**src/rtl/latency_avg_if.sv**
```systemverilog
// rtl/latency_avg_if.sv - request/result bundle between the latency counter readout and latency_avg
//
// Purpose: groups the start/busy/valid handshake, the two operands and the
// held results of the average-latency divider.
//   master : drives start, issue_cnt, aggregate_cnt; observes results
//   slave  : the divider; observes request, drives busy_r/valid_r/avg_r/rem_r/dbz_r
interface latency_avg_if #(
   parameter int W = 32
);
   logic         start;
   logic [W-1:0] issue_cnt;
   logic [W-1:0] aggregate_cnt;
   logic         busy_r;
   logic         valid_r;
   logic [W-1:0] avg_r;
   logic [W-1:0] rem_r;
   logic         dbz_r;

   modport master (
      output start, issue_cnt, aggregate_cnt,
      input  busy_r, valid_r, avg_r, rem_r, dbz_r
   );

   modport slave (
      input  start, issue_cnt, aggregate_cnt,
      output busy_r, valid_r, avg_r, rem_r, dbz_r
   );
endinterface

```
**src/rtl/latency_avg.sv**
```systemverilog
// rtl/latency_avg.sv - W-cycle restoring divider computing average latency = aggregate / issue
//
// Purpose: on start, samples the issue count (divisor) and aggregate pending
// cycles (dividend), runs one quotient bit per clock MSB first, and holds
// quotient, remainder and a divide-by-zero flag until the next completion.
// Ports:
//   clk  : clock, all state updates on posedge
//   rst  : synchronous active-high reset
//   bus  : latency_avg_if.slave (start, issue_cnt, aggregate_cnt in;
//          busy_r, valid_r, avg_r, rem_r, dbz_r out)
module latency_avg #(
   parameter int W = 32
) (
   input  logic          clk,
   input  logic          rst,
   latency_avg_if.slave  bus
);
   localparam int CW = (W > 1) ? $clog2(W) : 1;

   typedef enum logic {
      IDLE = 1'b0,
      DIV  = 1'b1
   } state_t;

   state_t          state_q, state_d;
   // Dividend shift register; quotient bits enter at the LSB as dividend bits
   // leave at the MSB, so after W steps it holds the full quotient.
   logic [W-1:0]    dvd_q, dvd_d;
   logic [W-1:0]    dsr_q, dsr_d;
   logic [W-1:0]    prem_q, prem_d;
   logic [CW-1:0]   cnt_q, cnt_d;
   logic            busy_q, busy_d;
   logic            valid_q, valid_d;
   logic [W-1:0]    avg_q, avg_d;
   logic [W-1:0]    rem_q, rem_d;
   logic            dbz_q, dbz_d;

   // Restoring step: trial is W+1 bits so the compare/subtract never overflows.
   // The kept remainder is always below the divisor, so W bits suffice to store it.
   logic [W:0]      trial;
   logic            q_bit;
   logic [W-1:0]    rem_nxt;

   always_comb begin
      trial   = {prem_q, dvd_q[W-1]};
      q_bit   = (trial >= {1'b0, dsr_q});
      rem_nxt = q_bit ? W'(trial - {1'b0, dsr_q}) : trial[W-1:0];
   end

   always_comb begin
      state_d = state_q;
      dvd_d   = dvd_q;
      dsr_d   = dsr_q;
      prem_d  = prem_q;
      cnt_d   = cnt_q;
      busy_d  = busy_q;
      valid_d = 1'b0;
      avg_d   = avg_q;
      rem_d   = rem_q;
      dbz_d   = dbz_q;
      case (state_q)
         IDLE: begin
            if (bus.start) begin
               if (bus.issue_cnt == '0) begin
                  // No requests issued: report zero immediately with the flag set.
                  valid_d = 1'b1;
                  dbz_d   = 1'b1;
                  avg_d   = '0;
                  rem_d   = '0;
               end else begin
                  dvd_d   = bus.aggregate_cnt;
                  dsr_d   = bus.issue_cnt;
                  prem_d  = '0;
                  cnt_d   = CW'(W - 1);
                  busy_d  = 1'b1;
                  state_d = DIV;
               end
            end
         end
         DIV: begin
            prem_d = rem_nxt;
            dvd_d  = {dvd_q[W-2:0], q_bit};
            cnt_d  = cnt_q - CW'(1);
            if (cnt_q == '0) begin
               avg_d   = {dvd_q[W-2:0], q_bit};
               rem_d   = rem_nxt;
               dbz_d   = 1'b0;
               valid_d = 1'b1;
               busy_d  = 1'b0;
               cnt_d   = '0;
               state_d = IDLE;
            end
         end
         default: state_d = IDLE;
      endcase
   end

   always_ff @(posedge clk) begin
      if (rst) begin
         state_q <= IDLE;
         dvd_q   <= '0;
         dsr_q   <= '0;
         prem_q  <= '0;
         cnt_q   <= '0;
         busy_q  <= 1'b0;
         valid_q <= 1'b0;
         avg_q   <= '0;
         rem_q   <= '0;
         dbz_q   <= 1'b0;
      end else begin
         state_q <= state_d;
         dvd_q   <= dvd_d;
         dsr_q   <= dsr_d;
         prem_q  <= prem_d;
         cnt_q   <= cnt_d;
         busy_q  <= busy_d;
         valid_q <= valid_d;
         avg_q   <= avg_d;
         rem_q   <= rem_d;
         dbz_q   <= dbz_d;
      end
   end

   assign bus.busy_r  = busy_q;
   assign bus.valid_r = valid_q;
   assign bus.avg_r   = avg_q;
   assign bus.rem_r   = rem_q;
   assign bus.dbz_r   = dbz_q;
endmodule

```
**src/flat_wrapper.sv**
```systemverilog
// flat-port wrapper written by rule: the top's interface ports become plain ports
module latency_avg_flat 
#(
   parameter int W = 32
)
  (clk, rst, bus_start, bus_issue_cnt, bus_aggregate_cnt, bus_busy_r, bus_valid_r, bus_avg_r, bus_rem_r, bus_dbz_r);
  latency_avg_if #(.W(W)) bus_i ();
  input  logic clk;
  input  logic rst;
  input wire logic [$bits(bus_i.start)-1:0] bus_start;
  input wire logic [$bits(bus_i.issue_cnt)-1:0] bus_issue_cnt;
  input wire logic [$bits(bus_i.aggregate_cnt)-1:0] bus_aggregate_cnt;
  output wire logic [$bits(bus_i.busy_r)-1:0] bus_busy_r;
  output wire logic [$bits(bus_i.valid_r)-1:0] bus_valid_r;
  output wire logic [$bits(bus_i.avg_r)-1:0] bus_avg_r;
  output wire logic [$bits(bus_i.rem_r)-1:0] bus_rem_r;
  output wire logic [$bits(bus_i.dbz_r)-1:0] bus_dbz_r;
  assign bus_i.start = bus_start;
  assign bus_i.issue_cnt = bus_issue_cnt;
  assign bus_i.aggregate_cnt = bus_aggregate_cnt;
  assign bus_busy_r = bus_i.busy_r;
  assign bus_valid_r = bus_i.valid_r;
  assign bus_avg_r = bus_i.avg_r;
  assign bus_rem_r = bus_i.rem_r;
  assign bus_dbz_r = bus_i.dbz_r;
  latency_avg #(.W(W)) u_core (.clk(clk), .rst(rst), .bus(bus_i));
endmodule
```
**config.mk**
```make
export PLATFORM = sky130hd
export DESIGN_NAME = latency_avg_flat
export DESIGN_NICKNAME = d
export VERILOG_FILES = /design/src/rtl/latency_avg_if.sv /design/src/rtl/latency_avg.sv /design/src/flat_wrapper.sv
export SDC_FILE = /design/constraint.sdc
export NUM_CORES = 1
export LEC_CHECK = 0
export BUFFER_PORTS_ARGS = -buffer_cell sky130_fd_sc_hd__clkbuf_2
export CORE_UTILIZATION = 60
export DETAILED_ROUTE_END_ITERATION = 8
export HOLD_SLACK_MARGIN = 0.03
export PLACE_DENSITY = 0.82
export SETUP_SLACK_MARGIN = 0.1
export SLEW_MARGIN = 10
export SYNTH_ARGS = -nofsm -noshare
export SYNTH_HDL_FRONTEND = slang
export SYNTH_SLANG_ARGS = --single-unit
```
**constraint.sdc**
```tcl
create_clock -name clk -period 3.94 [get_ports clk]
set_input_delay 0.788 -clock clk [delete_from_list [all_inputs] [get_ports clk]]
set_output_delay 0.788 -clock clk [all_outputs]
set_load 0.005 [all_outputs]
```
==> impl_results.md <==
* Async set or reset register ratio after synthesis at 0
* Initial antenna violation count at 0
* Total power draw at slightly above 6 mW
* Share of cells above drive strength 1 at 0.177
* Nets at 1194
* # fillers at 1079
* Commonest non-fill, non-tap cell in the layout: nand2_1
* Vias at around 7600
* Vias in the first global route at 6936
* Die Y at ~120 um
* Final ANT Viol Nets at 0
* Leak pwr at 3.84 nW
* Worst Max-Slew Pin Slew at roughly 0.77 ns
* Share of the synthesized area in the top cell type at 0.421
* CTS Hold Bufs at 0
* Yosys warnings at 0
* Via-to-Cell Ratio at 5.93
* Pwr Density at 657 nW/um2
* Avg Inst Size Synth at 8.06 um2
* Clock skew at about 0.0094 ns
* Die width at between 100 and 150 um
* H-tree depth at 4
* Crit share post-route at 0.806
* Fmax at 0.315 GHz
* Hold crit path type: reg2reg
* Period minus WS final at 3.17 ns
* Worst Path Max Fanout at 35
* GRT Overall Usage at 0.302
* Maximum VDD drop at 0.000366 V
* DRT iter0 DRCs at 538
* Core Rows at a little over 40
* Status: finished clean
* Post-route DRC at 0
* Most frequent cells in the layout: nand2_1 (187), dfxtp_1 (168), clkbuf_2 (132), a21oi_1 (109), nor2_1 (67)
* Syn Nets at 1098
* CTS Buffer Depth at 2
* Number of max-cap violations at 0
* First-pass GRT wire length at around 34 mm
* Port Buffers at 133
* Arr. time, crit path at ~3.5 ns
* Synth cell types at 65
* CTS root buf: clkbuf_16
* Setup slack at placement at about 0.9 ns
* Setup TNS at 0 ns
* CTS resizes at 0
* Clock Latency Late Sink at 0.44 ns
* Setup Crit Path Kind: reg2reg
* Element type at the critical path end: flop
* GRT Residual Overflow at 0
* Worst endpoint required time at 4.24 ns
* CTS tree: done
* DRT Pass-1 Iters at 7
* Diodes inserted at 0
* Fin. max-slew vios at 0
* RSZ-0062 raised after global routing: false
* Routability-driven placement congestion ratio at between 0.9 and 1
* CP Launch Type: flop
* Clk sinks at ~170
* Setup WS post-layout at around 0.77 ns
* Post-CTS setup buffers at 0
* Register area share after synthesis at 0.421
* Post-synth EDFFs at 0
* Netlist Area Pre-Place at 8040 um2
* Num CTS Buffers at 17
* Final Core Density at 0.721
* Layout overhead on the synthesized area at 15.0%
* Largest cells by area after synthesis: dfxtp_1 (42%), nand2_1 (8.7%), a21oi_1 (6.8%)
* Area leader, netlist: dfxtp_1
* Relative slew margins at 0.482
* Ports at 134
* Clock transition at path regs at 0.06 ns
* Initial Util at 0.627
* WL final at 20.5 mm
* Largest net degree at the start of global routing at 69
* Die footprint at 13900 um2
* Final setup vio count at 0
* Predominant post-synthesis flop cell: dfxtp_1
* WL/cell at around 16 um
* Synth Register Bits at 169
* Non-Filler Instances at 1275
* Core footprint at 12800 um2
* DP Cell Count at 1246
* DP HPWL at between 10 and 15 mm
* Cells after synthesis at roughly 1000
* Final hold vios at 0
## layout make-up
| cell class | instances | area [um2] | area share |
|---|---|---|---|
| Timing Repair Buffer | 145 | 758 | 0.0820 |
| Clock buffer | 22 | 474 | 0.0513 |
| Sequential cell | 169 | 3380 | 0.366 |
| Multi-Input combinational cell | 717 | 4210 | 0.455 |
| Tap cell | 172 | 215 | 0.0233 |
| Inverter | 43 | 161 | 0.0175 |
| Clock inverter | 7 | 46.3 | 0.00501 |
## state kept, by name (all words and copies together), names as in the netlist
register / count
u_core.cnt_q: 5
u_core.state_q: 1
u_core.bus.dbz_r: 1
u_core.bus.rem_r: 32
u_core.dsr_q: 32
u_core.prem_q: 32
u_core.bus.avg_r: 32
u_core.bus.valid_r: 1
u_core.dvd_q: 32
u_core.bus.busy_r: 1
## cell families (layout without fill, tap and decap cells)
logic type	after synthesis	in the layout	share of synthesized area
AO/OA/AOI/OAI	287	287	0.227
adder cells (fa/ha/maj)	34	34	0.0538
AND/OR/NAND/NOR	357	357	0.195
flip-flops	169	169	0.421
multiplexers	12	12	0.0151
XOR/XNOR	27	27	0.0294
buffers and inverters	111	217	0.0585
## Yosys cell counts, types with 11 or more instances
cell type,number
nor2_1,67
a222oi_1,31
clkbuf_1,44
dfxtp_1,169
mux2i_1,11
o21ai_0,59
xor2_1,11
inv_1,42
nand2_1,187
a21oi_1,109
nand3_1,41
o21ai_1,18
ha_1,33
nor4_1,11
buf_2,15
xnor2_1,16
## path summary, 6_finish.rpt
| check | startpoint | end | slack (ns) | cells past startpoint |
|---|---|---|---|---|
| setup / recovery | u_core.dsr_q[1] | u_core.bus.rem_r[30] | 0.77 | 11 |
| hold reg to reg | u_core.bus.rem_r[4] | u_core.bus.rem_r[4] | 0.44 | 2 |
| hold / removal | u_core.bus.rem_r[4] | u_core.bus.rem_r[4] | 0.44 | 2 |
| setup reg to reg | u_core.dsr_q[1] | u_core.bus.rem_r[30] | 0.77 | 11 |
## metal layers
metal | share of wire | track usage | vias to the layer above
met5 | 0 | 0 | -
met4 | 0.020 | 0.115 | 0
met3 | 0.092 | 0.0843 | 33
met2 | 0.45 | 0.467 | 301
met1 | 0.44 | 0.399 | 3507
li1 | - | - | 3719
## worst max-delay path, cell delays in order (launching register included)
cell and delay (ns):
dfxtp_1 0.41, inv_1 0.06, ha_1 0.29, nor2b_1 0.14, o2111ai_1 0.23, a21oi_1 0.14
o311a_1 0.39, nor2_2 0.20, o211a_4 0.51, inv_2 0.26, a31oi_1 0.26, o21ai_0 0.14
## metrics by stage
step / cell area (um2) / hold slack, ns
global placement: 8720 / 0.435
CTS: 9250 / 0.449
detailed placement: 8720 / 0.442
global route: 9250 / 0.464
finish: 9250 / 0.445
floorplan: 8040 / 0.426
## report_power, final
group	switching (mW)	internal [mW]
registers	0.114	1.85
logic	1.58	1.02
clock network	0.665	0.842
total	2.36	3.71
(Power assumes the default switching activity.)
